$ cat config.mk
export PLATFORM = sky130hd
export DESIGN_NAME = ram_write_ctrl
export DESIGN_NICKNAME = d
export VERILOG_FILES = /design/src/rtl/ram_write_ctrl_pkg.sv /design/src/rtl/key_press_detect.sv /design/src/rtl/ram_write_ctrl.sv
export SDC_FILE = /design/constraint.sdc
export NUM_CORES = 1
export LEC_CHECK = 0
export CORE_ASPECT_RATIO = 1.2
export CORE_MARGIN = 5
export CORE_UTILIZATION = 35
export DETAILED_ROUTE_END_ITERATION = 6
export PLACE_DENSITY_LB_ADDON = 0.1
export SYNTH_ARGS = -nofsm -noshare
export SYNTH_HDL_FRONTEND = slang
export SYNTH_SLANG_ARGS = --single-unit
$ cat constraint.sdc
create_clock -name clk -period 1.9 [get_ports clk]
set_clock_uncertainty 0.15 [all_clocks]
set_input_delay 0.19 -clock clk [delete_from_list [all_inputs] [get_ports clk]]
set_output_delay 0.19 -clock clk [all_outputs]
set_load 0.02 [all_outputs]
$ cat src/rtl/ram_write_ctrl_pkg.sv
// Shared types and constants for the RAM write-port controller.
package ram_write_ctrl_pkg;

  typedef enum logic [1:0] {
    S_IDLE  = 2'd0,
    S_WRITE = 2'd1,
    S_CLEAR = 2'd2
  } state_t;

  // Width of the completed-write counter.
  localparam int unsigned CNT_W = 8;

endpackage : ram_write_ctrl_pkg

$ cat src/rtl/key_press_detect.sv
// Push-button conditioner: 2-flop synchronizer followed by a falling-edge detector.
// Produces one clk-wide press pulse for each high-to-low transition of key_n.
module key_press_detect (
  input  logic clk,
  input  logic reset_n,
  input  logic key_n,
  output logic press
);

  logic sync1_q, sync1_d;
  logic sync2_q, sync2_d;
  logic prev_q,  prev_d;

  // Next values: shift the key through the synchronizer and keep the previous level.
  always_comb begin
    sync1_d = key_n;
    sync2_d = sync1_q;
    prev_d  = sync2_q;
  end

  // Synchronizer and edge registers; reset to "released".
  always_ff @(posedge clk or negedge reset_n) begin
    if (!reset_n) begin
      sync1_q <= 1'b1;
      sync2_q <= 1'b1;
      prev_q  <= 1'b1;
    end else begin
      sync1_q <= sync1_d;
      sync2_q <= sync2_d;
      prev_q  <= prev_d;
    end
  end

  // Press is valid for the single cycle where the synchronized key has just dropped.
  always_comb begin
    press = prev_q & ~sync2_q;
  end

endmodule : key_press_detect

$ cat src/rtl/ram_write_ctrl.sv
// Write-port controller for the dual-port RAM: turns key presses into single-cycle
// write strobes and runs a clear sweep that fills every address with FILL_VALUE.
module ram_write_ctrl
  import ram_write_ctrl_pkg::*;
#(
  parameter int unsigned          ADDR_W     = 5,
  parameter int unsigned          DATA_W     = 4,
  parameter logic [DATA_W-1:0]    FILL_VALUE = '0
) (
  input  logic              clk,
  input  logic              reset_n,
  input  logic              wr_key_n,
  input  logic              clr_key_n,
  input  logic [ADDR_W-1:0] sw_addr,
  input  logic [DATA_W-1:0] sw_data,
  output logic [ADDR_W-1:0] wraddress,
  output logic [DATA_W-1:0] data,
  output logic              wren,
  output logic              busy,
  output logic [CNT_W-1:0]  wr_count
);

  localparam logic [ADDR_W-1:0] ADDR_MAX = '1;

  logic wr_press;
  logic clr_press;

  state_t              state_q,     state_d;
  logic [ADDR_W-1:0]   wraddress_q, wraddress_d;
  logic [DATA_W-1:0]   data_q,      data_d;
  logic                wren_q,      wren_d;
  logic                busy_q,      busy_d;
  logic [CNT_W-1:0]    wr_count_q,  wr_count_d;

  key_press_detect u_wr_key (
    .clk     (clk),
    .reset_n (reset_n),
    .key_n   (wr_key_n),
    .press   (wr_press)
  );

  key_press_detect u_clr_key (
    .clk     (clk),
    .reset_n (reset_n),
    .key_n   (clr_key_n),
    .press   (clr_press)
  );

  // State and registered-output flops.
  always_ff @(posedge clk or negedge reset_n) begin
    if (!reset_n) begin
      state_q     <= S_IDLE;
      wraddress_q <= '0;
      data_q      <= '0;
      wren_q      <= 1'b0;
      busy_q      <= 1'b0;
      wr_count_q  <= '0;
    end else begin
      state_q     <= state_d;
      wraddress_q <= wraddress_d;
      data_q      <= data_d;
      wren_q      <= wren_d;
      busy_q      <= busy_d;
      wr_count_q  <= wr_count_d;
    end
  end

  // Next-state logic; clear wins over write, presses outside S_IDLE are dropped.
  always_comb begin
    state_d = state_q;
    case (state_q)
      S_IDLE: begin
        if (clr_press) begin
          state_d = S_CLEAR;
        end else if (wr_press) begin
          state_d = S_WRITE;
        end
      end
      S_WRITE: begin
        state_d = S_IDLE;
      end
      S_CLEAR: begin
        if (wraddress_q == ADDR_MAX) begin
          state_d = S_IDLE;
        end
      end
      default: begin
        state_d = S_IDLE;
      end
    endcase
  end

  // Output/datapath next values; address and data hold between writes.
  always_comb begin
    wraddress_d = wraddress_q;
    data_d      = data_q;
    wren_d      = wren_q;
    busy_d      = busy_q;
    wr_count_d  = wr_count_q;
    case (state_q)
      S_IDLE: begin
        if (clr_press) begin
          wraddress_d = '0;
          data_d      = FILL_VALUE;
          wren_d      = 1'b1;
          busy_d      = 1'b1;
        end else if (wr_press) begin
          wraddress_d = sw_addr;
          data_d      = sw_data;
          wren_d      = 1'b1;
        end
      end
      S_WRITE: begin
        wren_d     = 1'b0;
        wr_count_d = wr_count_q + CNT_W'(1);
      end
      S_CLEAR: begin
        // The last address stays on the bus; the sweep ends instead of wrapping.
        if (wraddress_q == ADDR_MAX) begin
          wren_d = 1'b0;
          busy_d = 1'b0;
        end else begin
          wraddress_d = wraddress_q + ADDR_W'(1);
        end
      end
      default: begin
        wren_d = 1'b0;
        busy_d = 1'b0;
      end
    endcase
  end

  // Drive ports straight from the flops.
  always_comb begin
    wraddress = wraddress_q;
    data      = data_q;
    wren      = wren_q;
    busy      = busy_q;
    wr_count  = wr_count_q;
  end

endmodule : ram_write_ctrl

=== Yosys cells after proc, flatten, opt, wreduce, memory -nomap -nowiden ===
Cells that the tools add are included.

* Bits in registers: 27
* Word-level logic and storage cells: 49
* Bits of input ports: 13

* Add/subtract/negate cells: 2
* Equal/unequal tests: 7
* Mux-type cells: 16
* Bitwise logic cells: 5
* Reductions and logical operators: 7

{| class="wikitable"
|+ Operators with widths
! kind !! number
|-
| $mux 5 || 3
|-
| $pmux 5 s2 || 1
|-
| $add 8x1->8 const B || 1
|-
| $mux 4 || 2
|-
| $mux 2 || 3
|-
| $ne 2x2->1 const B || 3
|-
| $reduce_and 3->1 || 2
|-
| $add 5x1->5 const B || 1
|-
| $eq 5x5->1 const B || 1
|-
| $mux 1 || 4
|-
| $pmux 2 s2 || 1
|-
| $reduce_and 2->1 || 2
|-
| $reduce_bool 2->1 || 2
|-
| $ne 3x2->1 const B || 1
|-
| $not 1->1 || 3
|-
| $pmux 1 s3 || 1
|-
| $and 1x1->1 || 2
|-
| $eq 2x1->1 const B || 1
|-
| $eq 2x2->1 const B || 1
|-
| $logic_not 2->1 || 1
|-
| $pmux 1 s2 || 1
|}

=== Depth between registers and ports, before layout ===
Gate-level depths: netlist of run 1.

* Depth after elaboration: 5
* Mapped depth: 6
* Mapped depth without buffers: 6

=== Hierarchy ===
A second synthesis of run 1 with hierarchy kept.

* Cells, all modules: 107
* Area total of the unflattened synthesis: 1,231.2 sq um

{| class="wikitable"
|+ Modules (own cells, without submodules)
! module !! cells an instance !! times used !! area each (sq um) !! seq. area each (sq um)
|-
| ram_write_ctrl || 99 || 1 || 1,046.0 || 525.5
|-
| key_press_detect || 4 || 2 || 92.6 || 78.8
|}

=== Worst setup path before layout of run 1 ===
No wires, ideal clock.

* Path type: register to register
* Start: register wraddress_q[0] (netlist: wraddress[0])
* End: register wraddress_q[2] (netlist: wraddress[2])
* Period minus slack after synthesis: 1.797 ns
* Required time: 1.624 ns
* Stages on the path, launching flop included: 7
* Path slack: 0.103 ns
* Path buffers: 0
* Arrival time: 1.521 ns
* Path through: dfrtp_1 ha_1 and3_1 ha_1 nor2_2 nand3_1 o311a_1

* Word-level cells in the longest chain between the ends: 3
* Elaborated cells on any way between the ends: 6
* Classes of those cells: add/sub: 1; eq/ne: 2; mux: 2; reduce/logical: 1

{| class="wikitable"
|+ Ends and longest elaborated chain
! item !! RTL line !! text
|-
| start: declaration || ram_write_ctrl.sv:29 || <nowiki>logic [ADDR_W-1:0] wraddress_q, wraddress_d;</nowiki>
|-
| start signal: assignment || ram_write_ctrl.sv:60 || <nowiki>wraddress_q <= wraddress_d;</nowiki>
|-
| $add 5x1->5 or $eq 5x5->1 (tied branches) || ram_write_ctrl.sv:123, ram_write_ctrl.sv:119 ||
|-
| $mux 5 or $ne 2x2->1 (tied branches) || - ||
|-
| $pmux 5 s2 or $reduce_and 3->1 (tied branches) || - ||
|}

Several ways; a longest one is shown, not always the timed one. The select of a mux whose other input is x is not followed.
A chain may end at the register's enable or synchronous reset.

=== Final worst setup path of run 1 ===
* Start: register wraddress_q[0] (netlist: wraddress[0])
* End: register wraddress_q[3] (netlist: wraddress[3])

The elaborated chain is that of the path after synthesis.

==> results of run 1 <==
flip-flops by register name, indices dropped and copies added, names as in the netlist:
register / count
wr_count: 8
wraddress: 5
data: 4
state_q: 2
busy: 1
u_clr_key.prev_d: 1
u_clr_key.prev_q: 1
u_clr_key.sync1_q: 1
u_wr_key.prev_d: 1
u_wr_key.prev_q: 1
u_wr_key.sync1_q: 1
wren: 1
power breakdown:
group / internal (mW) / switching [mW]
Combinational: 0.496 / 0.461
Sequential: 0.733 / 0.171
Clock: 0.150 / 0.170
Total: 1.38 / 0.802
logic make-up after synthesis:
group,after synthesis,share of synthesized area (%)
multiplexers,2,1.90
AND/OR/NAND/NOR,32,16.7
AO/OA/AOI/OAI,21,14.0
adder cells (fa/ha/maj),3,3.16
flip-flops,27,57.5
XOR/XNOR,7,5.16
buffers and inverters,2,1.58
worst register-to-register path, delay by kind of cell, from the launching register on:
family                     cells  cell delay [ns]
adders and majority gates      2             0.51
AOI/OAI and AO/OA              1             0.11
DFF                            1             0.42
and+or+nand+nor                3             0.46
repair_timing:
item,4_1_cts,5_1_grt
hold endpoints to repair,0,0
gates resized for setup,0,2
endpoints found under the setup margin,0,5
hold buffers,0,0
per-layer routing:
| layer | share of wire (%) | track usage (%) | vias up |
|---|---|---|---|
| li1 | - | - | 413 |
| met1 | 45 | 13.6 | 405 |
| met2 | 50 | 18.4 | 14 |
| met3 | 4.7 | 2.60 | 2 |
| met4 | 0.43 | 3.46 | 0 |
| met5 | 0 | 0 | - |
placed cells by master, fill, tap and decap left out, types with 3 or more instances in the layout:
| cell | synthesis | routed |
|---|---|---|
| clkdlybuf4s50_1 | 0 | 31 |
| dfrtp_1 | 21 | 21 |
| nor2_1 | 8 | 8 |
| xnor2_1 | 6 | 6 |
| dfstp_2 | 6 | 6 |
| nand2_1 | 5 | 5 |
| a21oi_1 | 4 | 4 |
| a22o_1 | 4 | 4 |
| and3_1 | 3 | 3 |
| nand4_1 | 3 | 3 |
| o21ai_1 | 2 | 3 |
| ha_1 | 3 | 3 |
| clkbuf_8 | 0 | 3 |
metrics by stage:
stage	std cells	hold slack, ns
floorplan	94	-0.256
global placement	161	0.196
detailed placement	161	0.197
CTS	165	0.156
global route	165	0.160
finish	165	0.141
worst paths after layout:
path / end / slack (ns)
setup reg to reg: wraddress[3]$_DFFE_PN0P_ / 0.13
setup / recovery: wraddress[3]$_DFFE_PN0P_ / 0.13
min in group clk: u_clr_key.sync1_q$_DFF_PN1_ / 0.17
hold / removal: wr_count[6]$_DFFE_PN0N_ / 0.14
max in group asynchronous: u_wr_key.sync1_q$_DFF_PN1_ / 1.15
hold reg to reg: u_clr_key.prev_d$_DFF_PN1_ / 0.21
cell type report:
cell class	instances	area [um2]	share of cell area, %
well taps	37	46.3	2.92
flip-flops and latches	27	683	43.2
repair buffers	32	318	20.1
clock buffers	4	45.0	2.85
multi-input cells	65	490	31.0
==> results.toml, run 1 <==
[run_status]
status = "finished clean"

[timing]
timing_hold_violations_final = 0
rsz0062_at_grt = "no"
setup_slack_ns = 0.130
finalCritPeriodShare_pct = 93.2
fmax_ghz = 0.565
setup_tns_ns = 0
fin_crit_ns = 1.77
slew_viol_final = 0
setup-violations-final = 0
tightestPinTransition_ns = 0.439
max_slew_margin_pct = 70.7

[layout]
diodes = 0
fin_area_um2 = 1580
post-route-util_pct = 47.8
fill_cells = 317
drive_gt1_share_pct = 11.7
fin_nets = 145
synthToLayoutAreaGrowth_pct = 33.3

[power]
power_mw = 2.18
cellLeakagePower_nw = 0.671
peakVddDrop_uv = 756
power.density_nw_per_um2 = 1380

[worst_setup_path]
crit_top_cell = "ha_1"
critPathLaunch = "wraddress[0]$_DFFE_PN0P_"
startpoint_type = "register"
cp.depth = 6
reg2reg_depth = 6
r2r-start = "wraddress[0]$_DFFE_PN0P_"
critPathMaxStageDelay_ns = 0.42
crit_fanout = 6
end_kind = "register"
crit_slowest_cell = "dfrtp_1"
critical-path-top-delay-family = "adder cells"
arrival_ns = 1.78
required_ns = 1.91
cp_num_buf_inv = 0
path_class = "reg2reg"
crit_chain = "ha_1 -> and3_1 -> ha_1 -> nor2_4 -> nand3_1 -> o311a_1"

[clock_tree]
h-tree-depth = 1
cts-root-buf = "clkbuf_8"
clockBufferDepth = 2
cts_setup_buffers = 0
clk_latency_ns = 0.27
clkSinkCount = 27
clk_pin_slew_worst_paths_ns = 0.09
cts_tree = "done"
numCtsBuffers = 3

[synthesis]
synth.cell_area_um2 = 1190
ys_ff_latch = 27
synth_cell_types = 32
syn_nets = 110
netlist_instances = 94
synthArstFlopShare_pct = 100
synth-edff-count = 0
yosys_most_used_dff = "dfrtp_1"
syn-mean-instance-area_um2 = 12.6
synth_area_leaders = "dfrtp_1 44%, dfstp_2 13%, xnor2_1 4.4%"
yosysWarnings = 0
synth_commonest_cells = "21 x dfrtp_1, 8 x nor2_1, 6 x dfstp_2, 6 x xnor2_1, 5 x nand2_1"
yosysSeqAreaShare_pct = 57.5
synth.most_common_cell = "dfrtp_1"
yosys.area.top_type = "dfrtp_1"
synth_top_area_share_pct = 44.3

[grt]
grt-ovfl-total = 0
first_global_vias = 875
grt_usage_pct = 10.8
antenna_found_initial = 0
grt_max_degree = 28
grt_pass1_wl_um = 4160

[route]
drt_iter0_drc = 42
wirelength_um = 2340
firstDrtPassIters = 4
post_drt_wl_per_cell_um = 14.2
ant_nets = 0
drc = 0
avgViaCountPerCell = 5.05
vias = 834

[min_path]
hold_class = "in2async"

[floorplan]
io_pins = 32
coreArea_um2 = 3310
die_w_um = 63.2
dieArea_um2 = 4660
die_y_um = 73.8
rows = 23
initial_core_util_pct = 35.9

[flow_run]
drv_cap = 0

[place]
gp_congestion = 0.763
io_buffers = 31
detailed_place.area_um2 = 1530
hpwl_um = 1720
place_ws_ns = 0.0380
Power figures use the tool's default switching activity.
==> inputs of run 2 (changes only) <==
- CORE_UTILIZATION: 35 -> 36
==> run 2 against run 1 <==
Sequential share of layout area increased by 0.24 points. Design area decreased by 0.55%. Clock-buffer cell count decreased by 1. Sequential cell count unchanged. First-iteration DRC count decreased by 17%. Die area decreased by 2.4%. Combinational power about the same. Critical path depth decreased by 5. Register-to-register slack got worse by 0.03 ns. Worst setup slack got worse by 0.041 ns. Largest cell class unchanged. Highest routed layer unchanged.
==> results.toml, run 2 (synthesized netlist as in run 1, its figures left out) <==
[worst_setup_path]
critical-path-top-delay-family = "buffers and inverters"
crit_fanout = 6
critPathMaxStageDelay_ns = 0.65
path_class = "reg2out"
arrival_ns = 1.47
crit_chain = "clkdlybuf4s50_1"
startpoint_type = "register"
required_ns = 1.56
cp_num_buf_inv = 1
crit_slowest_cell = "clkdlybuf4s50_1"
end_kind = "output port"

[clock_tree]
h-tree-depth = 1
clockBufferDepth = 2
cts-root-buf = "clkbuf_4"
numCtsBuffers = 3
clk_pin_slew_worst_paths_ns = 0.14
cts_tree = "done"
clk_latency_ns = 0.32
postCtsHoldBufs = 0
clkSinkCount = 27

[layout]
layout_common_cells = "31 x clkdlybuf4s50_1, 21 x dfrtp_1, 8 x nor2_1"
fin_nets = 146
fill_cells = 294
synthToLayoutAreaGrowth_pct = 32.6
post-route-util_pct = 50.6
diodes = 0
drive_gt1_share_pct = 13.2
final_common_cell = "clkdlybuf4s50_1"
largest_reg_flops = 8

[route]
avgViaCountPerCell = 5.17
drc = 0
ant_nets = 0
drt_iter0_drc = 35
vias = 853
post_drt_wl_per_cell_um = 14.4
firstDrtPassIters = 4
wirelength_um = 2380

[floorplan]
dieArea_um2 = 4550
die_w_um = 62.4
die_y_um = 72.9
rows = 22
coreArea_um2 = 3110
initial_core_util_pct = 38.2
io_pins = 32

[place]
place_ws_ns = 0.0649
io_buffers = 31
gp_congestion = 0.865
hpwl_um = 1790

[timing]
fmax_ghz = 0.552
fin_hold_ws_ns = 0.0710
setup-violations-final = 0
slew_viol_final = 0
setup_slack_ns = 0.0892
fin_crit_ns = 1.81
rsz0062_at_grt = "no"
tightestPinTransition_ns = 0.422
setup_tns_ns = 0
timing_hold_violations_final = 0
finalCritPeriodShare_pct = 95.3
max_slew_margin_pct = 71.9

[flow_run]
drv_cap = 0

[power]
peakVddDrop_uv = 660
power.density_nw_per_um2 = 1340
power_mw = 2.11
cellLeakagePower_nw = 0.668

[grt]
grt-ovfl-total = 0
grt_pass1_wl_um = 4100
grt_max_degree = 28
antenna_found_initial = 0
first_global_vias = 892
grt_usage_pct = 11.1

[min_path]
hold_class = "in2async"

[run_status]
status = "finished clean"
run 2: cell count changes in the layout (fill, tap and decap cells not counted):
cell / change
clkinvlp_4: +1
clkbuf_8: -3
clkbuf_4: +3
clkbuf_1: -1
buf_4: +1
run 2: through the flow:
step	instance area [um2]	cells
detailed placement	1540	161
global placement	1540	161
global route	1570	165
finish	1570	165
floorplan	1190	94
CTS	1570	165
run 2: layer usage:
layer  routed length [um]  track usage (%)
met5                    0                0
met4                   20             4.25
met3                  143             3.08
met2                 1190             19.4
met1                 1020             13.0
run 2: power breakdown:
group / leakage [nW] / internal [mW] / switching [mW]
Clock: 0.0139 / 0.0803 / 0.167
Combinational: 0.325 / 0.493 / 0.467
Sequential: 0.330 / 0.732 / 0.175
Total: 0.668 / 1.31 / 0.809
run 2: path summary, 6_finish.rpt:
kind	start	end	slack, ns	cells past startpoint
min in group clk	wr_key_n	u_wr_key.sync1_q$_DFF_PN1_	0.11	1
max in group asynchronous	reset_n	u_wr_key.prev_q$_DFF_PN1_	1.23	2
setup / recovery	wr_count[0]$_DFFE_PN0N_	wr_count[0]	0.09	1
hold reg to reg	u_wr_key.sync1_q$_DFF_PN1_	u_wr_key.prev_d$_DFF_PN1_	0.22	0
setup reg to reg	wraddress[0]$_DFFE_PN0P_	wraddress[3]$_DFFE_PN0P_	0.10	6
hold / removal	reset_n	wr_count[7]$_DFFE_PN0N_	0.07	2
run 2: final cells by class:
type	count	area (um2)	share of cell area [%]
clock inverter	1	7.51	0.477
tap	36	45.0	2.86
timing repair buffer	33	325	20.7
multi-input combinational	65	490	31.2
clock buffer	3	22.5	1.43
sequential	27	683	43.4
run 2: timing repair:
| action | CTS | global route |
|---|---|---|
| buffers inserted | 0 | 0 |
| resized for setup | 0 | 2 |
| endpoints found under the setup margin | 0 | 4 |
==> inputs of run 3 (changes only) <==
- CORE_UTILIZATION: 36 -> 25
==> run 3 against run 2 <==
Hold slack improved by 0.072 ns. Sequential share of layout area fell by 1.3 points. Sequential cell count did not move. Register-to-register slack improved by 0.06 ns. Critical path depth rose by 5. Via count rose by 0.82%. Wire length rose by 5.2%. Power rose by 3.7%. Largest power group unchanged.
==> results.toml, run 3 (synthesized netlist as in run 1, its figures left out) <==
[timing]
tightestPinTransition_ns = 0.390
fmax_ghz = 0.575
setup-violations-final = 0
max_slew_margin_pct = 73.9
timing_hold_violations_final = 0
setup_tns_ns = 0
fin_crit_ns = 1.74
slew_viol_final = 0
finalCritPeriodShare_pct = 91.6
rsz0062_at_grt = "no"

[layout]
diodes = 0
post-route-util_pct = 35.3
fin_cells = 187
layout_common_cells = "31 x clkdlybuf4s50_1, 21 x dfrtp_1, 8 x nor2_1"
synthToLayoutAreaGrowth_pct = 36.8
fill_cells = 502
fin_area_um2 = 1620
drive_gt1_share_pct = 14.7
largest_reg_flops = 8
fin_nets = 146
final_common_cell = "clkdlybuf4s50_1"

[floorplan]
die_w_um = 72.9
dieArea_um2 = 6230
rows = 27
io_pins = 32
coreArea_um2 = 4590
die_y_um = 85.5
initial_core_util_pct = 25.8

[place]
hpwl_um = 1890
gp_congestion = 0.697
place_inst = 183
io_buffers = 31
detailed_place.area_um2 = 1570

[clock_tree]
cts-root-buf = "clkbuf_8"
h-tree-depth = 1
postCtsHoldBufs = 0
clockBufferDepth = 2
cts_tree = "done"
cts_resized = 0
clkSinkCount = 27
cts_setup_buffers = 0
clk_pin_slew_worst_paths_ns = 0.09
clk_latency_ns = 0.27
numCtsBuffers = 3

[grt]
grt_pass1_wl_um = 4350
grt_max_degree = 28
first_global_vias = 889
grt-ovfl-total = 0
grt_usage_pct = 8.78
antenna_found_initial = 0

[route]
drc = 0
wirelength_um = 2500
drt_iter0_drc = 57
firstDrtPassIters = 4
met1_length_um = 1100
wl_met3_um = 133
top_layer_used = "met4"
post_drt_wl_per_cell_um = 13.4
vias = 860
met2WireLength_um = 1240
avgViaCountPerCell = 4.60
ant_nets = 0

[run_status]
status = "finished clean"

[min_path]
hold_class = "in2async"

[worst_setup_path]
arrival_ns = 1.75
path_class = "reg2reg"
required_ns = 1.91
end_kind = "register"
startpoint_type = "register"
crit_fanout = 6
regToRegSetupSlack_ns = 0.16

[power]
cellLeakagePower_nw = 0.678
peakVddDrop_uv = 450
power_mw = 2.19
power.density_nw_per_um2 = 1350

[flow_run]
drv_cap = 0
[run 3: path summary, 6_finish.rpt]
check	from	to	cells past startpoint
min	reset_n	wraddress[4]$_DFFE_PN0P_	2
min in group clk	wr_key_n	u_wr_key.sync1_q$_DFF_PN1_	1
max reg2reg	wraddress[0]$_DFFE_PN0P_	wraddress[0]$_DFFE_PN0P_	6
min reg2reg	u_clr_key.sync1_q$_DFF_PN1_	u_clr_key.prev_d$_DFF_PN1_	0
max in group asynchronous	reset_n	u_wr_key.prev_d$_DFF_PN1_	2
max	wraddress[0]$_DFFE_PN0P_	wraddress[0]$_DFFE_PN0P_	6
[run 3: final cells by class]
class                      instances  area (um2)  area share [%]
tap                               58        72.6            4.47
sequential                        27         683            42.1
multi-input combinational         65         497            30.6
clock buffer                       3        41.3            2.54
timing repair buffer              33         325            20.0
clock inverter                     1        5.00           0.308
[run 3: per-layer routing]
metal / vias up / track usage [%]
li1: 410 / -
met1: 427 / 11.8
met2: 19 / 13.9
met3: 4 / 1.88
met4: 0 / 3.02
met5: - / 0
[run 3: report_power, final]
| group | internal, mW | switching, mW | total (mW) |
|---|---|---|---|
| clock network | 0.147 | 0.169 | 0.316 |
| registers | 0.733 | 0.175 | 0.909 |
| logic | 0.500 | 0.469 | 0.969 |
| total | 1.38 | 0.813 | 2.19 |
[run 3: per-stage QoR]
stage               hold WS, ns  setup WS [ns]
floorplan                -0.256          0.103
global placement          0.196          0.107
detailed placement        0.197         0.0360
CTS                       0.156         0.0137
global route              0.147         0.0542
finish                    0.143          0.160
[run 3: worst max-delay path, stage by stage (launching register included)]
cell and delay (ns):
dfrtp_1 0.44, ha_1 0.25, and3_1 0.19, ha_2 0.22, o21ai_0 0.17, a21oi_1 0.06, a21o_1 0.17
